[src/rtl/sync_fifo_flags.sv]
// sync_fifo_flags: single-clock FWFT FIFO of any depth with count, threshold flags, sticky errors and flush
module sync_fifo_flags #(
  parameter int C_DEPTH         = 6,
  parameter int C_WIDTH         = 16,
  parameter int C_AFULL_THRESH  = 5,
  parameter int C_AEMPTY_THRESH = 1,
  localparam int CW = $clog2(C_DEPTH + 1),
  localparam int AW = (C_DEPTH > 1) ? $clog2(C_DEPTH) : 1
) (
  input  logic               i_clk,
  input  logic               i_rst_n,
  input  logic               i_flush,
  input  logic               i_wen,
  input  logic [C_WIDTH-1:0] i_wr_data,
  output logic               o_full,
  output logic               o_almost_full,
  input  logic               i_ren,
  output logic [C_WIDTH-1:0] o_rd_data,
  output logic               o_empty,
  output logic               o_almost_empty,
  output logic [CW-1:0]      o_count,
  output logic               o_overflow,
  output logic               o_underflow
);
  logic [C_WIDTH-1:0] mem_q [C_DEPTH];
  logic [AW-1:0] wr_ptr_q, wr_ptr_d, rd_ptr_q, rd_ptr_d;
  logic [CW-1:0] count_q, count_d;
  logic ovf_q, ovf_d, unf_q, unf_d;
  logic wacc, racc;
  // Flags are pure decodes of the registered count; read data is the head slot, unregistered
  always_comb begin
    o_count        = count_q;
    o_full         = count_q == CW'(C_DEPTH);
    o_empty        = count_q == '0;
    o_almost_full  = count_q >= CW'(C_AFULL_THRESH);
    o_almost_empty = count_q <= CW'(C_AEMPTY_THRESH);
    o_overflow     = ovf_q;
    o_underflow    = unf_q;
    o_rd_data      = mem_q[rd_ptr_q];
  end
  // Accept logic, wrap-by-compare pointer advance, count update; flush overrides requests without flagging errors
  always_comb begin
    wacc     = i_wen & ~o_full & ~i_flush;
    racc     = i_ren & ~o_empty & ~i_flush;
    wr_ptr_d = i_flush ? '0 : wacc ? ((wr_ptr_q == AW'(C_DEPTH - 1)) ? '0 : wr_ptr_q + 1'b1) : wr_ptr_q;
    rd_ptr_d = i_flush ? '0 : racc ? ((rd_ptr_q == AW'(C_DEPTH - 1)) ? '0 : rd_ptr_q + 1'b1) : rd_ptr_q;
    count_d  = i_flush ? '0 : count_q + CW'(wacc) - CW'(racc);
    ovf_d    = ovf_q | (i_wen & o_full & ~i_flush);
    unf_d    = unf_q | (i_ren & o_empty & ~i_flush);
  end
  // Control state with asynchronous clear
  always_ff @(posedge i_clk or negedge i_rst_n) begin
    if (!i_rst_n) begin
      wr_ptr_q <= '0;
      rd_ptr_q <= '0;
      count_q  <= '0;
      ovf_q    <= 1'b0;
      unf_q    <= 1'b0;
    end else begin
      wr_ptr_q <= wr_ptr_d;
      rd_ptr_q <= rd_ptr_d;
      count_q  <= count_d;
      ovf_q    <= ovf_d;
      unf_q    <= unf_d;
    end
  end
  // Storage is never reset; only accepted writes land
  always_ff @(posedge i_clk) begin
    if (wacc) mem_q[wr_ptr_q] <= i_wr_data;
  end
endmodule

[config.mk]
export PLATFORM = sky130hd
export DESIGN_NAME = sync_fifo_flags
export DESIGN_NICKNAME = d
export VERILOG_FILES = /design/src/rtl/sync_fifo_flags.sv
export SDC_FILE = /design/constraint.sdc
export NUM_CORES = 1
export LEC_CHECK = 0
export BUFFER_PORTS_ARGS = -buffer_cell sky130_fd_sc_hd__buf_2
export CAP_MARGIN = 20
export CELL_PAD_IN_SITES_DETAIL_PLACEMENT = 0
export CELL_PAD_IN_SITES_GLOBAL_PLACEMENT = 2
export CORE_MARGIN = 4
export CORE_UTILIZATION = 38
export CTS_CLUSTER_SIZE = 10
export DETAILED_ROUTE_END_ITERATION = 6
export PLACE_DENSITY_LB_ADDON = 0.1
export SLEW_MARGIN = 20
export SYNTH_ARGS = -nofsm -noshare
export SYNTH_HDL_FRONTEND = slang
export SYNTH_SLANG_ARGS = --single-unit
[constraint.sdc]
create_clock -name i_clk -period 2 [get_ports i_clk]
set_clock_uncertainty 0.15 [all_clocks]
set_input_delay 0.2 -clock i_clk [delete_from_list [all_inputs] [get_ports i_clk]]
set_output_delay 0.2 -clock i_clk [all_outputs]
set_load 0.01 [all_outputs]
* Yosys cells after proc, flatten, opt, wreduce, memory -nomap -nowiden
Memories as Yosys holds them, arrays and structs flattened. Index checks and enable logic that the tools add are counted.
Storage, ports and cells: flip-flop bits (word level) 11, memory bits (writable) 96, bits of input ports 21, output and inout port bits 25, word-level logic and storage cells 40, memories kept 1
Operators by class: add/sub/neg operators 4, order comparisons 2, eq/ne operators 3, mux-type cells 9, bitwise gates (word level) 13, reduce and logical (&&, ||, !) cells 3
Memories:
- mem_q | depth 6, bits a word 16, read ports 1, clocked after Yosys merged registers in 0, write ports 1, RTL line 25 | logic [C_WIDTH-1:0] mem_q [C_DEPTH];
Operators with widths (number):
- 2-to-1 mux 3 bit | 7
- == test 3 bit (second input constant) | 3
- AND 1 bit | 8
- adder 3 x 1 -> 3 bit (second input constant) | 2
- nonzero test 2 bit | 2
- adder 3 x 1 -> 3 bit | 1
- >= comparator 3 bit (second input constant) | 1
- <= comparator 3 x 1 -> 1 bit (second input constant) | 1
- logical NOT 3 bit | 1
- inverter 1 bit | 3
- subtractor 3 x 1 -> 3 bit | 1
- 2-to-1 mux 1 bit | 2
- bitwise OR 1 bit | 2

* Longest topological paths before layout
Gate-level depths: netlist of the first run.
depth in word-level cells 7, depth in mapped cells 9

* Worst setup path after synthesis of the first run
No wires, ideal clock.
path type reg2reg, start register count_q[1] (netlist: o_count[1]), end register count_q[2] (netlist: o_count[2]), library setup time 0.133 ns, arrival 1.985 ns, required time 1.717 ns, slack -0.268 ns, cell stages (with the launch flop) 10, path buffers 0, cell sequence dfrtp_1 o31ai_1 nor2_1 ha_1 inv_1 ha_1 inv_1 fa_1 xnor2_1 nor2_1
Between the ends: cells in the longest elaborated chain, start to end 7, elaborated cells between the ends (all ways) 11, those cells by class 2 x add/sub; 1 x eq/ne; 1 x mux; 6 x bitwise; 1 x reduce/logical
RTL lines:
- from (decl) | RTL line 27 | logic [CW-1:0] count_q, count_d;
- from (signal assigned) | RTL line 62 | count_q <= count_d;
- == test 3 bit | RTL line 33 | o_full = count_q == CW'(C_DEPTH);
- inverter 1 bit | RTL line 43 | wacc = i_wen & ~o_full & ~i_flush;
- AND 1 bit (2 in series) | RTL line 43
- adder 3 x 1 -> 3 bit | RTL line 47 | count_d = i_flush ? '0 : count_q + CW'(wacc) - CW'(racc);
- subtractor 3 x 1 -> 3 bit (*) | RTL line 47
- 2-to-1 mux 3 bit (*) | RTL line 47
- via count_d[2] | RTL line 27
Mark *: on every way through the listed nets, which the timed path passes. The rest lies on a longest branch. A chain may end at the register's enable or synchronous reset.

* Worst setup path after layout of the first run
start register count_q[2] (netlist: o_count[2]), end register count_q[1] (netlist: o_count[1])
Same word-level chain as after synthesis.

==> out/metrics.cfg, run 1 <==
[placement]
pre_cts_ws_ps=-108
dp_cells=462
dpl-instance-area_mm2=0.00495
portBuffers=45
place_hpwl_um=5810
place_congestion=0.712

[synthesis]
yosysUniqueCellTypes=34
avgSynthCellArea_um2=16.7
synth-seq-cells=107
yosysSeqAreaShare_pct=72.8
synth_edf_count=96
syn-num-nets=288
ys_warn_count=0
ys_top_cells_by_count=96 x edfxtp_1, 32 x mux2i_1, 18 x nor2b_1
synth.most_common_cell=edfxtp_1
syn_inst=260
synth_area_mm2=0.00434
synth-main-ff-cell=edfxtp_1
synth.largest_area_cell=edfxtp_1
synth_top_area_share_pct=66.5
synthTopCellsByArea=edfxtp_1 66%, mux2i_1 7.4%, dfrtp_1 6.3%
synthArstFlopShare_pct=10.3

[critical_path]
crit_required_ps=2080
worstSetupPathType=reg2reg
critPathMaxStageDelay_ps=520
path_max_fanout=3
critPathLaunchType=flip-flop
cp_slowest_cell=fa_2
arrival_ps=2150
cp-end-kind=flip-flop
path_cells=o31ai_4, nor2_1, ha_1, inv_1, ha_1, inv_1, fa_2, nor2_1

[floorplanning]
core_area_mm2=0.0110
die_area_mm2=0.0132
pin_count=46
die_h_um=115
rows=38
fp.dieW_um=115
start_util_pct=39.5

[final_layout]
nFillCells=961
layout.cells.non_filler=496
finalInstanceArea_mm2=0.00554
drive_above_1_share_pct=36.2
fin_util_pct=50.4
multi_input_area_mm2=0.00120
syn_to_final_growth_pct=27.7
seq_area_mm2=0.00316
diodes=0
nNetsFinal=379

[routing]
drtPass1Iterations=4
viasPerCell=5.01
dr_total_vias=2485
wirelength_um=8910
route.detailed.drc=0
wire_per_inst_um=18.0
ant_nets=0
dr.first_iter.drc_count=57

[cts]
cts_buffers=9
cts_buffer_depth=2
htreeDepth=3
clock_latency_ps=340
cts_tree=built
root_buffer=clkbuf_16
clk_pin_slew_worst_paths_ps=70
clock_sinks=107

[power_and_ir_drop]
p_leak_nw=1.94
ir_worst_vdd_mv=0.405
pwr_density_cell_mw_per_mm2=1040

[timing]
slew_headroom_pct=81.1
final_hold_viol_count=0
slew_violations=0
setup_viol=2
layout_setup_ws_ps=-76.8
finalCriticalPeriod_ps=2080
rsz0062_at_grt=yes
holdWs_ps=47.6
fmax_ghz=0.482
min_period_over_period_pct=104
worstMarginPinSlew_ps=282

[worst_hold_path]
hp-class=in2reg

[global_route]
grt_pass1_vias=2577
globalRoute.totalOverflow=0
grt_first_pass_wirelength_um=14300
antenna_found_initial=0
grt_max_degree=27
grtUsageTotal_pct=14.5

[run]
max-cap-violations=0

[status]
status=complete, but fails checks
failed_checks=negative setup slack

-- layout make-up --
cell class	count	share of cell area, %
inverters	7	0.520
flip-flops and latches	107	57.1
multi-input cells	132	21.6
clock buffers	10	4.14
well taps	140	3.16
clock inverters	6	0.972
repair buffers	94	12.4
-- state kept, by name, summed over array words and instances, names as in the netlist --
| name | cells |
|---|---|
| mem_q | 96 |
| o_underflow | 1 |
| o_overflow | 1 |
| wr_ptr_q | 3 |
| rd_ptr_q | 3 |
| o_count | 3 |
-- what timing repair did --
item,CTS,global route
pin swaps,3,1
gates cloned,0,0
endpoints found under the hold margin,107,0
hold buffers,17,0
setup endpoints to repair,9,20
setup buffers,1,0
gates resized for setup,8,19
-- logic make-up (layout without fill, tap and decap cells) --
family / after synthesis / count (layout) / synth area share (%)
XOR/XNOR: 2 / 2 / 0.404
AND/OR/NAND/NOR: 47 / 47 / 5.95
flip-flops: 107 / 107 / 72.8
adder cells (fa/ha/maj): 7 / 7 / 2.19
AO/OA/AOI/OAI: 44 / 44 / 8.63
multiplexers: 32 / 32 / 7.39
buffers and inverters: 21 / 117 / 2.60
-- path summary, 6_finish.rpt --
kind | start | end | slack [ps] | cells past startpoint
min in group asynchronous | i_rst_n | o_count[1]$_DFF_PN0_ | 120 | 2
max in group asynchronous | i_rst_n | rd_ptr_q[1]$_DFFE_PN0P_ | 1350 | 2
worst min register to register | o_overflow$_DFF_PN0_ | o_overflow$_DFF_PN0_ | 300 | 1
worst min-delay path | i_ren | o_underflow$_DFF_PN0_ | 50 | 2
worst max register to register | o_count[2]$_DFF_PN0_ | o_count[1]$_DFF_PN0_ | -80 | 8
worst max-delay path | o_count[2]$_DFF_PN0_ | o_count[1]$_DFF_PN0_ | -80 | 8
-- worst max-delay path, delay by kind of cell, from the launching register on --
| kind | cells | cell delay [ps] |
|---|---|---|
| buffers and inverters | 2 | 100 |
| flip-flops | 1 | 430 |
| AO/OA/AOI/OAI | 1 | 260 |
| AND/OR/NAND/NOR | 2 | 100 |
| adder cells (fa/ha/maj) | 3 | 910 |
-- stage by stage --
step,power (W),TNS (ps)
5_1_grt,0.00608,-598
3_3_place_gp,0.00405,-89.6
3_5_place_dp,0.00407,-142
2_1_floorplan,0.00348,-235
4_1_cts,0.00578,-146
6_report,0.00577,-118
-- metal layers --
| metal | vias up | share of wire [%] | track usage, % |
|---|---|---|---|
| li1 | 1198 | - | - |
| met5 | - | 0 | 0 |
| met3 | 10 | 2.5 | 2.63 |
| met2 | 30 | 49 | 23.2 |
| met1 | 1247 | 47 | 20.0 |
| met4 | 0 | 1.3 | 5.40 |
-- power by group --
part | internal, W | total [W] | switching, W
sequential | 0.00253 | 0.00259 | 0.0000653
clock | 0.000858 | 0.00165 | 0.000794
combinational | 0.000720 | 0.00153 | 0.000810
total | 0.00411 | 0.00577 | 0.00167
-- cells in the final DEF (no fill, tap or decap), types with 2 or more instances in the layout --
master | netlist | layout
a21o_1 | 3 | 3
a211oi_2 | 0 | 10
buf_6 | 2 | 4
dfrtp_1 | 11 | 7
a221oi_2 | 0 | 8
a221oi_1 | 16 | 8
ha_1 | 6 | 6
mux2i_1 | 32 | 32
buf_4 | 3 | 25
inv_1 | 7 | 5
buf_2 | 6 | 45
clkbuf_16 | 0 | 9
o2bb2ai_1 | 2 | 2
nand2_1 | 5 | 5
nor2b_1 | 18 | 17
clkinv_4 | 0 | 2
a211oi_1 | 16 | 6
nand3b_1 | 2 | 2
buf_12 | 0 | 3
dlygate4sd3_1 | 0 | 17
and2b_1 | 2 | 2
nor2_1 | 11 | 5
nand2b_1 | 3 | 3
nand3_1 | 2 | 2
clkinvlp_4 | 0 | 2
nor2_2 | 0 | 6
dfrtp_2 | 0 | 4
edfxtp_1 | 96 | 96
(Power assumes the default switching activity.)
==> run 2, diff against run 1 <==
- CORE_UTILIZATION: 38 -> 30
==> run 2 against run 1 <==
  * The flow still finishes with violations (negative setup slack)
  * Die area is 25% higher
  * Sequential share of layout area is 2.2 points lower
  * Non-clock buffer count is 3 higher
  * Core utilization is 9.4 points lower
  * Critical path depth is 1 higher
  * Maximum frequency is 0.31% higher
==> out/metrics.cfg, run 2 (synthesis results as in run 1) <==
[floorplanning]
pin_count=46  ; unchanged
rows=43  ; +13%
fp.dieW_um=128  ; +12%
die_h_um=128  ; +12%
start_util_pct=30.9  ; -8.6 points
die_area_mm2=0.0164  ; +25%
core_area_mm2=0.0140  ; +28%

[timing]
finalCriticalPeriod_ps=2070  ; -6.45 ps
min_period_over_period_pct=104  ; -0.32 points
rsz0062_at_grt=yes
slew_headroom_pct=80.0  ; -1.2 points
slew_violations=0  ; unchanged
final_hold_viol_count=0  ; unchanged
layout_setup_ws_ps=-70.4  ; +6.45 ps
holdWs_ps=41.2  ; -6.40 ps
fmax_ghz=0.483  ; +0.31%
worstMarginPinSlew_ps=292  ; +9.94 ps
setup_viol=10  ; +8
tns_ps=-290  ; -171 ps

[routing]
wire_per_inst_um=18.3  ; +2.1%
drtPass1Iterations=4  ; unchanged
route.detailed.drc=0  ; unchanged
dr.first_iter.drc_count=118  ; +110%
wirelength_um=9870  ; +11%
dr_total_vias=2492  ; +0.28%
viasPerCell=4.63  ; -7.5%
ant_nets=0  ; unchanged

[global_route]
grt_pass1_vias=2508  ; -2.7%
met2_usage_pct=19.2  ; -4.1 points
grtUsageMet3_pct=2.63  ; -0.0066 points
grt_first_pass_wirelength_um=14800  ; +3.1%
antenna_found_initial=0  ; unchanged
grtUsageTotal_pct=12.4  ; -2.2 points
grt_busiest_layer=met2
grt_util_met1_pct=17.2  ; -2.8 points
grt_max_degree=19  ; -30%
globalRoute.totalOverflow=0  ; unchanged

[placement]
place_hpwl_um=5670  ; -2.4%
pre_cts_ws_ps=-134  ; -25.8 ps
place_congestion=0.695  ; -2.4%
portBuffers=45  ; unchanged
dp_cells=499  ; +8.0%

[final_layout]
largest_reg_flops=96  ; unchanged
nNetsFinal=382  ; +0.79%
syn_to_final_growth_pct=32.9
diodes=0  ; unchanged
layout_common_cells=96 x edfxtp_1, 45 x buf_2, 32 x mux2i_1, 20 x buf_4
layout.cells.non_filler=538  ; +8.5%
layout_commonest_cell=edfxtp_1
top_register=mem_q
fin_util_pct=41.0  ; -9.4 points
drive_above_1_share_pct=36.9  ; +0.64 points

[run]
max-cap-violations=0  ; unchanged

[cts]
clock_latency_ps=340  ; about the same
clk_pin_slew_worst_paths_ps=70  ; about the same
clock_sinks=107  ; unchanged
root_buffer=clkbuf_16
cts_buffer_depth=2  ; unchanged
cts_buffers=9  ; unchanged
cts_tree=built
htreeDepth=3  ; unchanged

[power_and_ir_drop]
pwr_density_cell_mw_per_mm2=1040  ; +0.17%
comb_power_share_pct=28.3  ; +1.8 points
p_leak_nw=1.99  ; +2.9%
clkPwrFrac_pct=28.5  ; about the same
netSwitchingPower_w=0.00171  ; +2.2%
ir_worst_vdd_mv=0.424  ; +4.5%
p_int_w=0.00431  ; +5.1%
sw_frac_of_total_pct=28.3  ; -0.57 points
seqPwrFrac_pct=43.2  ; -1.7 points

[critical_path]
arrival_ps=2190  ; +40 ps
critPathLaunchType=flip-flop
worstSetupPathType=reg2reg
path_max_fanout=3  ; unchanged
reg2reg_depth=9  ; +1
cp-end-kind=flip-flop
crit_required_ps=2110  ; +30 ps

[worst_hold_path]
hp-class=in2reg
holdPathStages=3  ; +1

[status]
failed_checks=negative setup slack
status=complete, but fails checks

[run 2: per-stage QoR]
step	instance area [um2]	total power, W
4_1_cts	5660	0.00603
2_1_floorplan	4370	0.00348
3_3_place_gp	5030	0.00409
6_report	5760	0.00602
3_5_place_dp	5030	0.00409
5_1_grt	5760	0.00635
[run 2: layout make-up]
type,instances,area [um2]
clock inverters,5,55.1
multi-input cells,132,1230
well taps,180,225
inverters,7,26.3
flip-flops and latches,107,3160
fillers,1289,8280
clock buffers,10,229
repair buffers,97,827
[run 2: worst paths after layout]
| kind | from | to | slack (ps) |
|---|---|---|---|
| min | i_flush | rd_ptr_q[2]$_DFFE_PN0P_ | 40 |
| min in group asynchronous | i_rst_n | o_overflow$_DFF_PN0_ | 110 |
| max | o_count[2]$_DFF_PN0_ | o_count[2]$_DFF_PN0_ | -70 |
| max in group asynchronous | i_rst_n | rd_ptr_q[1]$_DFFE_PN0P_ | 1350 |
| max reg2reg | o_count[2]$_DFF_PN0_ | o_count[2]$_DFF_PN0_ | -70 |
| min reg2reg | o_overflow$_DFF_PN0_ | o_overflow$_DFF_PN0_ | 310 |
[run 2: metal layers]
metal / vias up / part of all wire (%)
met5: - / 0
met4: 0 / 1.5
met3: 11 / 2.8
met1: 1237 / 47
met2: 34 / 49
li1: 1210 / -
[run 2: what timing repair did]
action / in CTS / in global routing
pin swaps: 5 / 2
gates resized for setup: 26 / 8
endpoints found under the hold margin: 107 / 0
cloned: 1 / 2
buffers inserted: 2 / 2
hold buffers: 17 / 0
endpoints found under the setup margin: 19 / 20
[run 2: critical path, stage by stage, from the launching register on]
cell and delay [ps]:
dfrtp_2 430, o31ai_4 260, nor2_1 80, ha_1 270, inv_1 60, ha_1 130
inv_1 50, fa_2 350, xnor2_2 140, nor2_1 100
[run 2: power by group through the flow]
stage	Sequential [W]	Clock, W	Combinational [W]
CTS	0.00259	0.00178	0.00165
finish	0.00260	0.00172	0.00170
global placement	0.00263	0	0.00146
detailed placement	0.00264	0	0.00146
floorplan	0.00267	0	0.000805
global route	0.00261	0.00186	0.00188
==> run 3, diff against run 2 <==
- SKIP_CTS_REPAIR_TIMING: default -> 1
==> run 3 against run 2 <==
  * The run still ends with negative setup slack left
  * Die area did not move
  * Count of clock-buffer cells in the layout is the same
  * Cell count up 0.74%
  * Routed wire length up 2.0%
==> out/metrics.cfg, run 3 (synthesis results as in run 1) <==
[global_route]
grt_max_degree=37  ; +18
grt_first_pass_wirelength_um=14000  ; -5.2%
antenna_found_initial=0  ; unchanged
globalRoute.totalOverflow=0  ; unchanged
grt_pass1_vias=2411  ; -3.9%
grtUsageTotal_pct=11.7  ; -0.64 points

[critical_path]
timing.rr.start=o_count[1]$_DFF_PN0_
r2r_end=o_count[2]$_DFF_PN0_
path_cells=o31ai_4, nor2_1, ha_1, inv_1, ha_1, inv_1, fa_2, xnor2_2, nor2_1
critPathTopFamily=adder cells
reg2reg_slack_ps=-80  ; about the same
path_max_fanout=5  ; +2
arrival_ps=2190  ; about the same
cp-end-kind=flip-flop
reg2reg_depth=9  ; unchanged
cp_slowest_cell=dfrtp_2
path_buf_inv=2  ; unchanged
critPathMaxStageDelay_ps=450  ; +20 ps
crit_required_ps=2120  ; about the same
cp.depth=9  ; unchanged
critPathLaunchType=flip-flop
worstSetupPathType=reg2reg

[worst_hold_path]
hold_end=rd_ptr_q[2]$_DFFE_PN0P_
hold_path.startpoint=i_flush
hp-class=in2reg
holdPathStages=3  ; unchanged

[cts]
root_buffer=clkbuf_16
clock_latency_ps=340  ; about the same
clk_pin_slew_worst_paths_ps=70  ; about the same
clock_sinks=107  ; unchanged
cts_buffer_depth=2  ; unchanged
cts_buffers=9  ; unchanged
cts_tree=built
htreeDepth=3  ; unchanged

[floorplanning]
fp.dieW_um=128  ; unchanged
die_h_um=128  ; unchanged
pin_count=46  ; unchanged
die_area_mm2=0.0164  ; unchanged
core_area_mm2=0.0140  ; unchanged
start_util_pct=30.9  ; unchanged
rows=43  ; unchanged

[placement]
portBuffers=45  ; unchanged
place_congestion=0.695  ; unchanged
pre_cts_ws_ps=-134  ; unchanged
place_hpwl_um=5670  ; unchanged

[timing]
fmax_ghz=0.481  ; -0.32%
setup_viol=10  ; unchanged
min_period_over_period_pct=104  ; +0.34 points
worstMarginPinSlew_ps=275  ; -17.4 ps
finalCriticalPeriod_ps=2080  ; +6.74 ps
layout_setup_ws_ps=-77.1  ; -6.74 ps
slew_violations=0  ; unchanged
slew_headroom_pct=81.2  ; +1.2 points
rsz0062_at_grt=yes
final_hold_viol_count=0  ; unchanged

[routing]
wire_per_inst_um=18.6  ; +1.3%
wirelength_um=10100  ; +2.0%
drtPass1Iterations=4  ; unchanged
viasPerCell=4.63  ; -0.14%
dr_total_vias=2507  ; +0.60%
ant_nets=0  ; unchanged
dr.first_iter.drc_count=113  ; -4.2%
route.detailed.drc=0  ; unchanged

[power_and_ir_drop]
total_power_w=0.00611  ; +1.5%
p_leak_nw=2.03  ; +2.0%
ir_worst_vdd_mv=0.503  ; +19%
pwr_density_cell_mw_per_mm2=1040  ; -0.34%

[final_layout]
syn_to_final_growth_pct=35.3
largest_reg_flops=96  ; unchanged
layout_commonest_cell=edfxtp_1
drive_above_1_share_pct=41.2  ; +4.3 points
top_register=mem_q
nNetsFinal=386  ; +1.0%
diodes=0  ; unchanged
layout_common_cells=96 x edfxtp_1, 45 x buf_2, 30 x mux2i_1, 21 x buf_4, 17 x dlygate4sd3_1

[run]
max-cap-violations=0  ; unchanged

[status]
failed_checks=negative setup slack
status=complete, but fails checks

==> run 3: cell count changes in the layout (fill, tap and decap cells not counted), moves of 3 or more <==
cell and change:
a211oi_1 -3, nor2b_2 +3, buf_6 +3, nor2b_1 -3
a211oi_2 +3
==> run 3: cell type report <==
class,instances,area [um2]
tap,180,225
inverter,7,31.3
multi-input combinational,132,1280
fill,1267,8180
sequential,107,3170
clock buffer,10,229
timing repair buffer,101,876
clock inverter,5,55.1
==> run 3: power breakdown <==
| part | switching, W | total [W] | internal [W] |
|---|---|---|---|
| logic | 0.000908 | 0.00179 | 0.000880 |
| registers | 0.0000735 | 0.00260 | 0.00253 |
| clock network | 0.000758 | 0.00172 | 0.000960 |
==> run 3: worst max path at each step <==
stage	start	to	slack, ps
3_5_place_dp	o_count[2]$_DFF_PN0_	o_count[2]$_DFF_PN0_	-130
3_3_place_gp	o_count[2]$_DFF_PN0_	o_count[2]$_DFF_PN0_	-90
6_report	o_count[1]$_DFF_PN0_	o_count[2]$_DFF_PN0_	-80
2_1_floorplan	o_count[2]$_DFF_PN0_	o_count[2]$_DFF_PN0_	-150
4_1_cts	o_count[2]$_DFF_PN0_	o_count[2]$_DFF_PN0_	-140
5_1_grt	rd_ptr_q[1]$_DFFE_PN0P_	o_rd_data[6]	-160
==> run 3: worst reg2reg max path, stage by stage, from the launching register on <==
cell	delay, ps
dfrtp_2	450
o31ai_4	270
nor2_1	70
ha_1	260
inv_1	60
ha_1	130
inv_1	50
fa_2	350
xnor2_2	140
nor2_1	100
==> run 3: per-layer routing <==
layer | track usage [%] | part of all wire, % | vias up
li1 | - | - | 1217
met1 | 16.2 | 48 | 1240
met2 | 17.9 | 48 | 40
met3 | 2.79 | 3.1 | 10
met4 | 4.49 | 1.3 | 0
met5 | 0 | 0 | -
==> run 3: per-stage QoR <==
| stage | TNS [ps] | std cells | hold WS [ps] | instance area (um2) | util [%] |
|---|---|---|---|---|---|
| 6_report | -404 | 542 | 38.8 | 5870 | 41.8 |
| 5_1_grt | -2160 | 542 | 51.6 | 5870 | 41.8 |
| 4_1_cts | -1320 | 514 | -430 | 5320 | 37.9 |
| 3_5_place_dp | -164 | 499 | -51.0 | 5030 | 35.8 |
| 3_3_place_gp | -99.1 | 499 | -54.3 | 5030 | 35.8 |
| 2_1_floorplan | -235 | 260 | -246 | 4370 | - |
